==> src/rtl/wb_bus_arbiter_if.sv <==
// ---------------------------------------------------------------------------
// wb_bus_arbiter_if
//
// One Wishbone point-to-point link: the signal bundle between a bus master
// and the thing it talks to. The arbiter uses three instances of it: one
// per upstream master (the arbiter is their slave) and one towards the
// shared slave bus (the arbiter is its master).
//
// Signals (named from the master's point of view):
//   cyc, stb, we   master -> slave  cycle, strobe, write enable
//   adr[15:0]      master -> slave  address (top 4 bits select the slave)
//   dat_o[7:0]     master -> slave  write data
//   dat_i[7:0]     slave  -> master read data
//   ack            slave  -> master transfer acknowledge
//   err            slave  -> master error / watchdog pulse
//
// Modports:
//   master  drives cyc/stb/we/adr/dat_o, receives dat_i/ack/err
//   slave   receives cyc/stb/we/adr/dat_o, drives dat_i/ack/err
// ---------------------------------------------------------------------------
interface wb_bus_arbiter_if;
  logic        cyc;
  logic        stb;
  logic        we;
  logic [15:0] adr;
  logic [7:0]  dat_o;
  logic [7:0]  dat_i;
  logic        ack;
  logic        err;

  modport master (
    output cyc, stb, we, adr, dat_o,
    input  dat_i, ack, err
  );

  modport slave (
    input  cyc, stb, we, adr, dat_o,
    output dat_i, ack, err
  );
endinterface

==> src/rtl/wb_bus_arbiter.sv <==
// ---------------------------------------------------------------------------
// wb_bus_arbiter
//
// Two-master Wishbone arbiter in front of the shared slave bus. Master 0 is
// the CPU-side master, master 1 a secondary (DMA / test) master. Grants are
// round-robin and held for the owner's whole cyc; there is no preemption.
// Every hand-over passes through one IDLE cycle, so the shared bus always
// sees a one-cycle gap between owners.
//
// Ports:
//   clk      system clock, rising edge
//   reset    synchronous active-high reset
//   m0       master 0 link (slave modport: we receive its requests)
//   m1       master 1 link (slave modport)
//   wb       shared bus link (master modport: we drive the slaves)
//   gnt[1:0] one-hot current owner, 00 when idle
//
// Parameters:
//   TIMEOUT  cycles of stb-without-ack before the watchdog fires (2..255)
//   TO_W     watchdog counter width, 2**TO_W must exceed TIMEOUT
//
// Build option:
//   WB_ARB_TIMEOUT_EN  when defined, adds the no-ack watchdog: after
//   TIMEOUT stalled cycles the owner receives a one-cycle err pulse and the
//   bus is parked (cyc/stb low) in TOUT until the owner drops cyc. When
//   undefined there is no counter and m*.err are constant 0, so a slave
//   that never acks stalls the bus indefinitely.
// ---------------------------------------------------------------------------
module wb_bus_arbiter #(
  parameter int TIMEOUT = 16,
  parameter int TO_W    = 8
) (
  input  logic             clk,
  input  logic             reset,
  wb_bus_arbiter_if.slave  m0,
  wb_bus_arbiter_if.slave  m1,
  wb_bus_arbiter_if.master wb,
  output logic [1:0]       gnt
);

  // Elaboration-time guard on the parameter ranges.
  generate
    if (TIMEOUT < 2 || TIMEOUT > 255 || TO_W < 1 || TO_W > 30 ||
        (1 << TO_W) <= TIMEOUT) begin : g_bad_params
      $error("wb_bus_arbiter: illegal TIMEOUT/TO_W combination");
    end
  endgenerate

  typedef enum logic [1:0] {
    IDLE = 2'd0,
    G0   = 2'd1,
    G1   = 2'd2
`ifdef WB_ARB_TIMEOUT_EN
    ,
    TOUT = 2'd3
`endif
  } state_t;

  state_t      state_reg;
  logic        last_reg;   // master that owned the bus most recently
  logic [1:0]  gnt_reg;

  // Index of the master currently holding the bus. In TOUT the offender is
  // the one recorded in last_reg on entry.
  logic        own_sel;
  logic        own_cyc;
  // Which master the shared bus is actually connected to (never in TOUT).
  logic [1:0]  bus_own;

  always_comb begin
    own_sel = last_reg;
    bus_own = 2'b00;
    case (state_reg)
      G0: begin
        own_sel = 1'b0;
        bus_own = 2'b01;
      end
      G1: begin
        own_sel = 1'b1;
        bus_own = 2'b10;
      end
      default: begin
        own_sel = last_reg;
        bus_own = 2'b00;
      end
    endcase
  end

  assign own_cyc = own_sel ? m1.cyc : m0.cyc;

  // ------------------------------------------------------------------
  // Request path: combinational mux selected by the registered state.
  // ------------------------------------------------------------------
  logic        bus_cyc;
  logic        bus_stb;
  logic        bus_we;
  logic [15:0] bus_adr;
  logic [7:0]  bus_dat;

  always_comb begin
    bus_cyc = 1'b0;
    bus_stb = 1'b0;
    bus_we  = 1'b0;
    bus_adr = 16'h0000;
    bus_dat = 8'h00;
    if (bus_own[0]) begin
      bus_cyc = m0.cyc;
      bus_stb = m0.stb;
      bus_we  = m0.we;
      bus_adr = m0.adr;
      bus_dat = m0.dat_o;
    end else if (bus_own[1]) begin
      bus_cyc = m1.cyc;
      bus_stb = m1.stb;
      bus_we  = m1.we;
      bus_adr = m1.adr;
      bus_dat = m1.dat_o;
    end
  end

  assign wb.cyc   = bus_cyc;
  assign wb.stb   = bus_stb;
  assign wb.we    = bus_we;
  assign wb.adr   = bus_adr;
  assign wb.dat_o = bus_dat;

  // ------------------------------------------------------------------
  // Watchdog (optional)
  // ------------------------------------------------------------------
  logic [1:0] err_pulse;

`ifdef WB_ARB_TIMEOUT_EN
  localparam logic [TO_W-1:0] CNT_FIRE = TO_W'(TIMEOUT - 1);
  localparam logic [TO_W-1:0] CNT_MAX  = TO_W'(TIMEOUT);

  logic [TO_W-1:0] cnt_reg;
  logic [1:0]      err_reg;
  logic            own_stb;
  logic            fire;

  assign own_stb = own_sel ? m1.stb : m0.stb;
  // An ack landing on the last allowed cycle wins over the watchdog.
  assign fire    = (bus_own != 2'b00) && own_stb && !wb.ack &&
                   (cnt_reg == CNT_FIRE);
  assign err_pulse = err_reg;
`else
  assign err_pulse = 2'b00;
`endif

  // ------------------------------------------------------------------
  // Arbitration FSM
  // ------------------------------------------------------------------
  always_ff @(posedge clk) begin
    if (reset) begin
      state_reg <= IDLE;
      last_reg  <= 1'b1;   // makes master 0 win the first tie
      gnt_reg   <= 2'b00;
`ifdef WB_ARB_TIMEOUT_EN
      cnt_reg   <= '0;
      err_reg   <= 2'b00;
`endif
    end else begin
`ifdef WB_ARB_TIMEOUT_EN
      err_reg <= 2'b00;
`endif
      case (state_reg)
        IDLE: begin
          // On a tie the master that did not own the bus last wins.
          if (m0.cyc && (!m1.cyc || last_reg)) begin
            state_reg <= G0;
            gnt_reg   <= 2'b01;
          end else if (m1.cyc) begin
            state_reg <= G1;
            gnt_reg   <= 2'b10;
          end
`ifdef WB_ARB_TIMEOUT_EN
          cnt_reg <= '0;
`endif
        end

        G0, G1: begin
          if (!own_cyc) begin
            state_reg <= IDLE;
            gnt_reg   <= 2'b00;
            last_reg  <= own_sel;
          end
`ifdef WB_ARB_TIMEOUT_EN
          else if (fire) begin
            state_reg <= TOUT;
            err_reg   <= gnt_reg;
            last_reg  <= own_sel;
          end
          if (wb.ack || !own_stb) begin
            cnt_reg <= '0;
          end else if (cnt_reg != CNT_MAX) begin
            cnt_reg <= cnt_reg + TO_W'(1);
          end
`endif
        end

`ifdef WB_ARB_TIMEOUT_EN
        TOUT: begin
          cnt_reg <= '0;
          if (!own_cyc) begin
            state_reg <= IDLE;
            gnt_reg   <= 2'b00;
          end
        end
`endif

        default: begin
          state_reg <= IDLE;
          gnt_reg   <= 2'b00;
        end
      endcase
    end
  end

  // ------------------------------------------------------------------
  // Return path: ack/data only to the master the bus is connected to.
  // ------------------------------------------------------------------
  logic [1:0] ret_ack;
  logic [7:0] ret_dat [2];

  generate
    for (genvar gi = 0; gi < 2; gi++) begin : g_ret
      assign ret_ack[gi] = bus_own[gi] & wb.ack;
      assign ret_dat[gi] = bus_own[gi] ? wb.dat_i : 8'h00;
    end
  endgenerate

  assign m0.ack   = ret_ack[0];
  assign m0.dat_i = ret_dat[0];
  assign m0.err   = err_pulse[0];
  assign m1.ack   = ret_ack[1];
  assign m1.dat_i = ret_dat[1];
  assign m1.err   = err_pulse[1];

  assign gnt = gnt_reg;

endmodule
==> src/flat_wrapper.sv <==
// flat-port wrapper written by rule: the top's interface ports become plain ports
module wb_bus_arbiter_flat 
#(
  parameter int TIMEOUT = 16,
  parameter int TO_W    = 8
)
  (clk, reset, gnt, m0_cyc, m0_stb, m0_we, m0_adr, m0_dat_o, m0_dat_i, m0_ack, m0_err, m1_cyc, m1_stb, m1_we, m1_adr, m1_dat_o, m1_dat_i, m1_ack, m1_err, wb_cyc, wb_stb, wb_we, wb_adr, wb_dat_o, wb_dat_i, wb_ack, wb_err);
  wb_bus_arbiter_if m0_i ();
  wb_bus_arbiter_if m1_i ();
  wb_bus_arbiter_if wb_i ();
  input  logic clk;
  input  logic reset;
  output logic [1:0] gnt;
  input wire logic [$bits(m0_i.cyc)-1:0] m0_cyc;
  input wire logic [$bits(m0_i.stb)-1:0] m0_stb;
  input wire logic [$bits(m0_i.we)-1:0] m0_we;
  input wire logic [$bits(m0_i.adr)-1:0] m0_adr;
  input wire logic [$bits(m0_i.dat_o)-1:0] m0_dat_o;
  output wire logic [$bits(m0_i.dat_i)-1:0] m0_dat_i;
  output wire logic [$bits(m0_i.ack)-1:0] m0_ack;
  output wire logic [$bits(m0_i.err)-1:0] m0_err;
  input wire logic [$bits(m1_i.cyc)-1:0] m1_cyc;
  input wire logic [$bits(m1_i.stb)-1:0] m1_stb;
  input wire logic [$bits(m1_i.we)-1:0] m1_we;
  input wire logic [$bits(m1_i.adr)-1:0] m1_adr;
  input wire logic [$bits(m1_i.dat_o)-1:0] m1_dat_o;
  output wire logic [$bits(m1_i.dat_i)-1:0] m1_dat_i;
  output wire logic [$bits(m1_i.ack)-1:0] m1_ack;
  output wire logic [$bits(m1_i.err)-1:0] m1_err;
  output wire logic [$bits(wb_i.cyc)-1:0] wb_cyc;
  output wire logic [$bits(wb_i.stb)-1:0] wb_stb;
  output wire logic [$bits(wb_i.we)-1:0] wb_we;
  output wire logic [$bits(wb_i.adr)-1:0] wb_adr;
  output wire logic [$bits(wb_i.dat_o)-1:0] wb_dat_o;
  input wire logic [$bits(wb_i.dat_i)-1:0] wb_dat_i;
  input wire logic [$bits(wb_i.ack)-1:0] wb_ack;
  input wire logic [$bits(wb_i.err)-1:0] wb_err;
  assign m0_i.cyc = m0_cyc;
  assign m0_i.stb = m0_stb;
  assign m0_i.we = m0_we;
  assign m0_i.adr = m0_adr;
  assign m0_i.dat_o = m0_dat_o;
  assign m0_dat_i = m0_i.dat_i;
  assign m0_ack = m0_i.ack;
  assign m0_err = m0_i.err;
  assign m1_i.cyc = m1_cyc;
  assign m1_i.stb = m1_stb;
  assign m1_i.we = m1_we;
  assign m1_i.adr = m1_adr;
  assign m1_i.dat_o = m1_dat_o;
  assign m1_dat_i = m1_i.dat_i;
  assign m1_ack = m1_i.ack;
  assign m1_err = m1_i.err;
  assign wb_cyc = wb_i.cyc;
  assign wb_stb = wb_i.stb;
  assign wb_we = wb_i.we;
  assign wb_adr = wb_i.adr;
  assign wb_dat_o = wb_i.dat_o;
  assign wb_i.dat_i = wb_dat_i;
  assign wb_i.ack = wb_ack;
  assign wb_i.err = wb_err;
  wb_bus_arbiter #(.TIMEOUT(TIMEOUT), .TO_W(TO_W)) u_core (.clk(clk), .reset(reset), .m0(m0_i), .m1(m1_i), .wb(wb_i), .gnt(gnt));
endmodule
==> config.mk <==
export PLATFORM = sky130hd
export DESIGN_NAME = wb_bus_arbiter_flat
export DESIGN_NICKNAME = d
export VERILOG_FILES = /design/src/rtl/wb_bus_arbiter_if.sv /design/src/rtl/wb_bus_arbiter.sv /design/src/flat_wrapper.sv
export SDC_FILE = /design/constraint.sdc
export NUM_CORES = 1
export LEC_CHECK = 0
export BUFFER_PORTS_ARGS = -buffer_cell sky130_fd_sc_hd__buf_2
export CORE_UTILIZATION = 27
export DETAILED_ROUTE_END_ITERATION = 12
export GPL_ROUTABILITY_DRIVEN = 0
export PLACE_DENSITY = 0.87
export SLEW_MARGIN = 20
export SYNTH_ARGS = -nofsm -noshare
export SYNTH_HDL_FRONTEND = slang
export SYNTH_SLANG_ARGS = --single-unit
==> constraint.sdc <==
create_clock -name clk -period 1.9 [get_ports clk]
set_input_delay 0.19 -clock clk [delete_from_list [all_inputs] [get_ports clk]]
set_output_delay 0.19 -clock clk [all_outputs]
set_load 0.01 [all_outputs]
==> results of run 1 <==
[how the worst min path moves through the flow]
| stage | slack (ns) | cells past startpoint | from | to |
|---|---|---|---|---|
| after global routing | 0.19 | 2 | reset | u_core.gnt[0] |
| after detailed placement | 0.44 | 2 | reset | u_core.gnt[0] |
| after global placement | 0.43 | 2 | reset | u_core.gnt[0] |
| after CTS | 0.19 | 2 | reset | u_core.gnt[0] |
| final | 0.20 | 2 | reset | u_core.gnt[0] |
| after floorplan | 0.31 | 1 | reset | u_core.gnt[0] |
[Yosys cell counts, drive strengths merged]
master  instances
a22o           26
and2           19
buf             8
a21oi           4
ha              4
inv             4
dfxtp           3
nand2b          3
clkbuf          2
nand2           2
nor2b           2
o21ai           2
a21boi          1
a22oi           1
conb            1
mux2            1
nand3           1
nor2            1
o221a           1
o32ai           1
[logic make-up (layout without fill, tap and decap cells)]
group	after synthesis	after routing	synth area share
AND/OR/NAND/NOR	28	28	0.257
buffers and inverters	14	122	0.103
multiplexers	1	1	0.0228
AO/OA/AOI/OAI	36	36	0.445
adder cells (fa/ha/maj)	4	4	0.0760
flip-flops	3	3	0.0913
other	1	2	0.00570
[power groups by stage]
| stage | Combinational (W) | Sequential (W) | Clock, W |
|---|---|---|---|
| 2_1_floorplan | 0.000359 | 0.0000926 | 0 |
| 3_3_place_gp | 0.000604 | 0.0000906 | 0 |
| 3_5_place_dp | 0.000610 | 0.0000902 | 0 |
| 4_1_cts | 0.000611 | 0.0000896 | 0.000118 |
| 5_1_grt | 0.000660 | 0.0000917 | 0.000121 |
| 6_report | 0.000611 | 0.0000895 | 0.000110 |
[metal layers]
layer | vias to the layer above | GRT usage | share of wire
met2 | 45 | 0.361 | 0.51
met5 | - | 0 | 0
li1 | 536 | - | -
met1 | 479 | 0.196 | 0.38
met3 | 6 | 0.0327 | 0.080
met4 | 0 | 0.104 | 0.028
[per-stage QoR]
step | util | area (um2) | total power (W) | setup WS, ns
3_5_place_dp | 0.548 | 1230 | 0.000700 | 0.374
6_report | 0.559 | 1260 | 0.000811 | 0.130
4_1_cts | 0.559 | 1260 | 0.000819 | 0.111
5_1_grt | 0.559 | 1260 | 0.000873 | 0.0357
2_1_floorplan | - | 662 | 0.000451 | 0.385
3_3_place_gp | 0.548 | 1230 | 0.000695 | 0.380
[final cells by class]
cell class / instances / area [um2]
Timing Repair Buffer: 114 / 591
Multi-Input combinational cell: 71 / 534
Inverter: 4 / 15.0
Sequential cell: 3 / 60.1
Tap cell: 28 / 35.0
Clock buffer: 4 / 26.3
Fill cell: 226 / 993
[worst register-to-register path, stage by stage (launching register included)]
cell and delay (ns):
dfxtp_1 0.34, inv_1 0.09, ha_1 0.25, mux2_4 0.32, and2_4 0.16, o221a_1 0.26
==> results.py, run 1 <==
metrics = {
    "routing": {
        "first_iter_violations": 15,
        "viasPerCell": 4.76,
        "vias": 1066,
        "wl_per_cell_um": 12.9,
        "postRouteAntennaNets": 0,
        "dr.pass1.iters": 4,
        "drc": 0,
        "wl_um": 2890,
    },
    "synthesis": {
        "yosys_warnings": 0,
        "postSynthCellCount": 87,
        "ys_types": 22,
        "synth_seq_cells": 3,
        "synth_area_leaders": "a22o_1 35%, and2_1 17%, dfxtp_1 9.1%, ha_1 7.6%, buf_2 4.6%",
        "netlist_area_um2": 658,
        "avgSynthCellArea_um2": 7.56,
        "yosysTopAreaCell": "a22o_1",
        "yosys.area.top_type_share": 0.346,
        "yosysSeqAreaShare": 0.0913,
    },
    "pwr": {
        "power_switching_w": 0.000354,
        "ir_drop_mv": 0.519,
        "seqPwrFrac": 0.110,
        "swShare": 0.437,
        "p_leak_nw": 0.797,
        "powerDensity_nw_per_um2": 643,
        "power.internal_w": 0.000457,
        "clockPowerShare": 0.136,
        "combPwrFrac": 0.754,
    },
    "placed_design": {
        "io_buffers": 111,
        "dp.cells": 220,
        "dp.final_hpwl_um": 2340,
    },
    "setup_path": {
        "cpLargestDelayFamily": "buffers and inverters",
        "r2r-end": "u_core.gnt[1]",
        "path_class": "register to primary output",
        "r2r_start": "u_core.gnt[0]",
        "ff2ff_path_depth": 5,
        "rrSetupSlack_ns": 0.37,
        "cp_cell_sequence": "inv_1 > ha_1 > nor2b_1 > buf_12 > a22o_1 > buf_2",
        "crit_buf_inv": 3,
        "worstSetupStartpoint": "u_core.gnt[1]",
        "crit_fanout": 26,
        "slowest_stage": "dfxtp_1",
        "crit_path_end_kind": "primary output",
        "required_ns": 1.71,
        "cp_slowest_stage_delay_ns": 0.39,
        "path_depth": 6,
        "critPathLaunchType": "register",
        "arrival_ns": 1.58,
        "crit_end": "wb_we",
    },
    "cells_and_area": {
        "layout.cells.non_filler": 224,
        "layout_common_cells": "111 x buf_2, 26 x a22o_1, 18 x and2_1",
        "diodes": 0,
        "drive_gt1_frac": 0.607,
        "largest_reg_flops": 2,
        "fin_nets": 267,
        "mostFrequentLayoutCell": "buf_2",
        "syn2layout_area_growth_pct": 91.6,
    },
    "clock_network": {
        "root_buffer": "clkbuf_4",
        "cts_sinks": 3,
        "cts_setup_buffers": 0,
        "cts_buffer_depth": 2,
        "clock_latency_ns": 0.23,
        "numCtsBuffers": 3,
        "cts_tree": "built",
        "cts_resized": 0,
        "htree_levels": 1,
        "hold_buffers": 0,
        "clkTransAtPathRegs_ns": 0.04,
    },
    "timing": {
        "hold_ws_ns": 0.197,
        "fmax_mhz": 565,
        "fin_crit_sh": 0.931,
        "rsz0062_at_grt": "false",
        "drv_slew": 0,
        "hold_viol_final": 0,
        "min_period_ns": 1.77,
        "fin_skew_ns": 0.00134,
        "setup_tns_ns": 0,
        "finalSetupViolCount": 0,
    },
    "flow_run": {
        "cap_violations": 0,
    },
    "die": {
        "coreArea_um2": 2250,
        "die_y_um": 51.4,
        "rows": 17,
        "start_util": 0.292,
        "die_w_um": 51.4,
        "dieArea_um2": 2640,
        "io-pin-count": 115,
    },
    "grt": {
        "grt_pass1_wl_um": 3900,
        "grt_usage": 0.192,
        "antenna_found_initial": 0,
        "grt_overflow": 0,
        "grt_pass1_vias": 879,
        "grt_max_degree": 38,
    },
    "hold_path": {
        "hold_class": "input port to register",
    },
    "run_status": {
        "status": "completed",
    },
}
Note: power is estimated with default switching activity, not from simulation.
==> run 2, diff against run 1 <==
--- a/config.mk
+++ b/config.mk
@@ -5,11 +5,12 @@
 export SDC_FILE = /design/constraint.sdc
 export NUM_CORES = 1
 export LEC_CHECK = 0
-export BUFFER_PORTS_ARGS = -buffer_cell sky130_fd_sc_hd__buf_2
-export CORE_UTILIZATION = 27
+export BUFFER_PORTS_ARGS = -buffer_cell sky130_fd_sc_hd__buf_4
+export CORE_UTILIZATION = 24
+export CTS_CLUSTER_SIZE = 12
 export DETAILED_ROUTE_END_ITERATION = 12
 export GPL_ROUTABILITY_DRIVEN = 0
-export PLACE_DENSITY = 0.87
+export PLACE_DENSITY = 0.82
 export SLEW_MARGIN = 20
 export SYNTH_ARGS = -nofsm -noshare
 export SYNTH_HDL_FRONTEND = slang
==> constraint.sdc (replaced) <==
create_clock -name clk -period 1.5 [get_ports clk]
set_input_delay 0.15 -clock clk [delete_from_list [all_inputs] [get_ports clk]]
set_output_delay 0.15 -clock clk [all_outputs]
set_load 0.01 [all_outputs]
==> results.py, run 2 (synthesized netlist as in run 1, its figures left out) <==
metrics = {
    "placed_design": {
        "post-place-ws_ns": -0.0147,
        "io_buffers": 111,
        "dp.final_hpwl_um": 2700,
    },
    "cells_and_area": {
        "fillers": 226,
        "multiInputGateArea_um2": 567,
        "layout_common_cells": "114 x buf_4, 26 x a22o_1, 18 x and2_1",
        "fin_nets": 276,
        "largest_reg_flops": 2,
        "drive_gt1_frac": 0.659,
        "diodes": 0,
        "regArea_um2": 67.6,
        "syn2layout_area_growth_pct": 154,
        "post-route-util": 0.657,
        "mostFrequentLayoutCell": "buf_4",
    },
    "run_status": {
        "status": "finished with violations",
        "violations": "setup timing",
    },
    "setup_path": {
        "critPathLaunchType": "register",
        "required_ns": 1.35,
        "arrival_ns": 1.47,
        "crit_path_end_kind": "primary output",
        "path_class": "register to primary output",
        "crit_fanout": 8,
    },
    "die": {
        "dieArea_um2": 2960,
        "start_util": 0.259,
        "die_y_um": 54.4,
        "die_w_um": 54.4,
        "coreArea_um2": 2540,
        "io-pin-count": 115,
        "rows": 18,
    },
    "pwr": {
        "powerDensity_nw_per_um2": 789,
        "ir_drop_mv": 0.567,
        "p_total_w": 0.00132,
        "p_leak_nw": 0.909,
    },
    "clock_network": {
        "clkTransAtPathRegs_ns": 0.04,
        "numCtsBuffers": 3,
        "cts_tree": "built",
        "htree_levels": 1,
        "clock_latency_ns": 0.25,
        "cts_buffer_depth": 2,
        "root_buffer": "clkbuf_4",
        "cts_sinks": 3,
        "hold_buffers": 0,
    },
    "timing": {
        "hold_ws_ns": 0.134,
        "finalSetupViolCount": 28,
        "drv_slew": 0,
        "fin_crit_sh": 1.08,
        "rsz0062_at_grt": "true",
        "fmax_mhz": 616,
        "fin_skew_ns": 0.00737,
        "setup_tns_ns": -2.32,
        "min_period_ns": 1.62,
        "hold_viol_final": 0,
        "timing.final.ws_setup_ns": -0.124,
    },
    "routing": {
        "wl_um": 3430,
        "wl_per_cell_um": 14.6,
        "postRouteAntennaNets": 0,
        "first_iter_violations": 17,
        "vias": 1132,
        "viasPerCell": 4.82,
        "drc": 0,
        "dr.pass1.iters": 4,
    },
    "grt": {
        "antenna_found_initial": 0,
        "grt_pass1_wl_um": 4360,
        "grt_pass1_vias": 954,
        "grt_usage": 0.201,
        "grt_max_degree": 21,
        "grt_overflow": 0,
    },
    "hold_path": {
        "hold_class": "input port to register",
    },
    "flow_run": {
        "cap_violations": 0,
    },
}
==> run 2: cell count changes in the layout (fill, tap and decap cells not counted), sizes merged <==
cell	change
buf	+9
==> run 2: routing by layer <==
metal,vias to the layer above,GRT usage,part of all wire
met5,-,0,0
met1,519,0.203,0.35
li1,551,-,-
met3,7,0.0333,0.090
met2,55,0.402,0.54
met4,0,0.0726,0.013
==> run 2: worst max-delay path: stages, from the launching register on <==
cell,delay (ns)
dfxtp_4,0.38
inv_4,0.04
ha_4,0.17
nor2b_4,0.20
buf_6,0.16
a22o_1,0.14
buf_4,0.13
==> run 2: stage by stage <==
stage	instances	cell area, um2
3_5_place_dp	225	1530
6_report	235	1670
3_3_place_gp	225	1530
2_1_floorplan	88	663
4_1_cts	235	1670
5_1_grt	235	1670
==> run 2: final timing paths <==
path                                         to  cells after the start  slack (ns)            start
worst min register to register  u_core.last_reg                      2        0.56  u_core.last_reg
worst max register to register    u_core.gnt[1]                      6       -0.09    u_core.gnt[0]
worst min-delay path              u_core.gnt[0]                      2        0.13            reset
worst max-delay path                  wb_adr[7]                      6       -0.12    u_core.gnt[1]
==> run 2: layout make-up <==
class | count | area share
well taps | 30 | 0.0224
flip-flops and latches | 3 | 0.0404
repair buffers | 123 | 0.572
multi-input cells | 71 | 0.339
clock buffers | 4 | 0.0157
inverters | 4 | 0.0105
==> run 2: timing repair <==
action | in CTS | in global routing
pin swaps | 4 | 5
setup buffers | 3 | 0
resized for setup | 21 | 3
setup endpoints to repair | 36 | 29
cloned | 3 | 0
==> run 2: where the power goes <==
part	internal [W]	total (W)	switching, W
Combinational	0.000598	0.00104	0.000443
Clock	0.000100	0.000154	0.0000536
Sequential	0.000102	0.000126	0.0000236
Total	0.000800	0.00132	0.000520
==> run 3, diff against run 2 <==
--- a/config.mk
+++ b/config.mk
@@ -10,7 +10,8 @@
 export CTS_CLUSTER_SIZE = 12
 export DETAILED_ROUTE_END_ITERATION = 12
 export GPL_ROUTABILITY_DRIVEN = 0
-export PLACE_DENSITY = 0.82
+export PLACE_DENSITY = 0.76
+export SKIP_LAST_GASP = 1
 export SLEW_MARGIN = 20
 export SYNTH_ARGS = -nofsm -noshare
 export SYNTH_HDL_FRONTEND = slang
==> results.py, run 3 (synthesized netlist as in run 1, its figures left out) <==
metrics = {
    "run_status": {
        "status": "finished with violations",
        "violations": "setup timing",
    },
    "grt": {
        "grt_usage": 0.208,
        "grt_pass1_vias": 988,
        "grt_overflow": 0,
        "grt_busiest_layer": "met2",
        "grt_util_met1": 0.198,
        "grt_use_met3": 0.0389,
        "grt_pass1_wl_um": 4450,
        "grt_max_degree": 29,
        "use_met2": 0.427,
        "antenna_found_initial": 0,
    },
    "cells_and_area": {
        "largest_reg_flops": 2,
        "post-route-util": 0.655,
        "layout_common_cells": "104 x buf_4, 26 x a22o_1, 18 x and2_1",
        "mostFrequentLayoutCell": "buf_4",
        "layout.cells.non_filler": 232,
        "syn2layout_area_growth_pct": 153,
        "diodes": 0,
        "drive_gt1_frac": 0.653,
        "design_area_um2": 1670,
        "fin_nets": 273,
    },
    "timing": {
        "fmax_mhz": 623,
        "rsz0062_at_grt": "true",
        "hold_ws_ns": 0.133,
        "hold_viol_final": 0,
        "fin_crit_sh": 1.07,
        "finalSetupViolCount": 27,
        "drv_slew": 0,
        "min_period_ns": 1.60,
        "fin_skew_ns": 0.000946,
        "timing.final.ws_setup_ns": -0.105,
    },
    "setup_path": {
        "crit_fanout": 13,
        "crit_buf_inv": 3,
        "path_class": "register to primary output",
        "slowest_stage": "dfxtp_4",
        "cp_slowest_stage_delay_ns": 0.34,
        "critPathLaunchType": "register",
        "cpLargestDelayFamily": "buffers and inverters",
        "arrival_ns": 1.45,
        "cp_cell_sequence": "buf_4 > ha_4 > nor2b_4 > buf_6 > a22o_1 > buf_6",
        "crit_path_end_kind": "primary output",
        "critical_path.most_common_cell": "buf_6",
        "required_ns": 1.35,
    },
    "routing": {
        "wl_um": 3500,
        "vias": 1112,
        "dr.pass1.iters": 4,
        "first_iter_violations": 13,
        "viasPerCell": 4.79,
        "wl_per_cell_um": 15.1,
        "postRouteAntennaNets": 0,
        "drc": 0,
    },
    "placed_design": {
        "dp.cells": 225,
        "dp.final_hpwl_um": 2690,
        "io_buffers": 111,
        "post-place-ws_ns": 0.0132,
        "place_area_um2": 1540,
    },
    "hold_path": {
        "hold_class": "input port to register",
    },
    "clock_network": {
        "clkTransAtPathRegs_ns": 0.04,
        "hold_buffers": 0,
        "cts_buffer_depth": 2,
        "numCtsBuffers": 3,
        "root_buffer": "clkbuf_4",
        "clock_latency_ns": 0.24,
        "cts_tree": "built",
        "htree_levels": 1,
        "cts_sinks": 3,
    },
    "pwr": {
        "powerDensity_nw_per_um2": 790,
        "p_leak_nw": 0.897,
        "ir_drop_mv": 0.583,
    },
    "die": {
        "rows": 18,
        "io-pin-count": 115,
        "start_util": 0.259,
        "die_w_um": 54.4,
        "coreArea_um2": 2540,
        "dieArea_um2": 2960,
        "die_y_um": 54.4,
    },
    "flow_run": {
        "cap_violations": 0,
    },
}
-- run 3: metrics by stage --
step / setup TNS [ns] / power, W
after CTS: -4.12 / 0.00135
after global routing: -4.46 / 0.00141
after detailed placement: 0 / 0.00107
after floorplan: 0 / 0.000573
after global placement: 0 / 0.00105
final: -2.19 / 0.00132
-- run 3: what timing repair did --
action | in CTS | in global routing
endpoints found under the setup margin | 37 | 38
setup buffers | 4 | 0
gates cloned | 1 | 0
hold endpoints to repair | 0 | 0
pin swaps | 4 | 3
resized for setup | 24 | 4
-- run 3: per-layer routing --
metal / part of all wire / vias up
li1: - / 543
met1: 0.34 / 516
met2: 0.57 / 49
met3: 0.086 / 4
met4: 0.0097 / 0
met5: 0 / -
-- run 3: worst paths after layout --
kind / slack (ns) / to / depth (start not counted) / start
setup / recovery: -0.10 / wb_dat_o[1] / 6 / u_core.gnt[0]
hold reg to reg: 0.54 / u_core.last_reg / 2 / u_core.last_reg
setup reg to reg: -0.04 / u_core.gnt[1] / 6 / u_core.gnt[0]
hold / removal: 0.13 / u_core.gnt[0] / 2 / reset
-- run 3: power by group --
part	switching (W)	internal [W]	leakage [nW]
Clock	0.0000455	0.0000999	0.0150
Sequential	0.0000161	0.000102	0.0258
Combinational	0.000446	0.000608	0.856
Total	0.000507	0.000810	0.897
-- run 3: layout make-up --
type                    instances  area, um2
well taps                      30       37.5
repair buffers                120        965
multi-input cells              71        559
clock buffers                   4       26.3
inverters                       4       15.0
fillers                       230        877
flip-flops and latches          3       65.1
-- run 3: worst register-to-register path, delay by kind of cell (launching register included) --
family / cells / cell delay [ns]
and+or+nand+nor: 1 / 0.15
buffers and inverters: 2 / 0.18
AOI/OAI and AO/OA: 1 / 0.24
muxes: 1 / 0.32
DFF: 1 / 0.35
adders and majority gates: 1 / 0.20
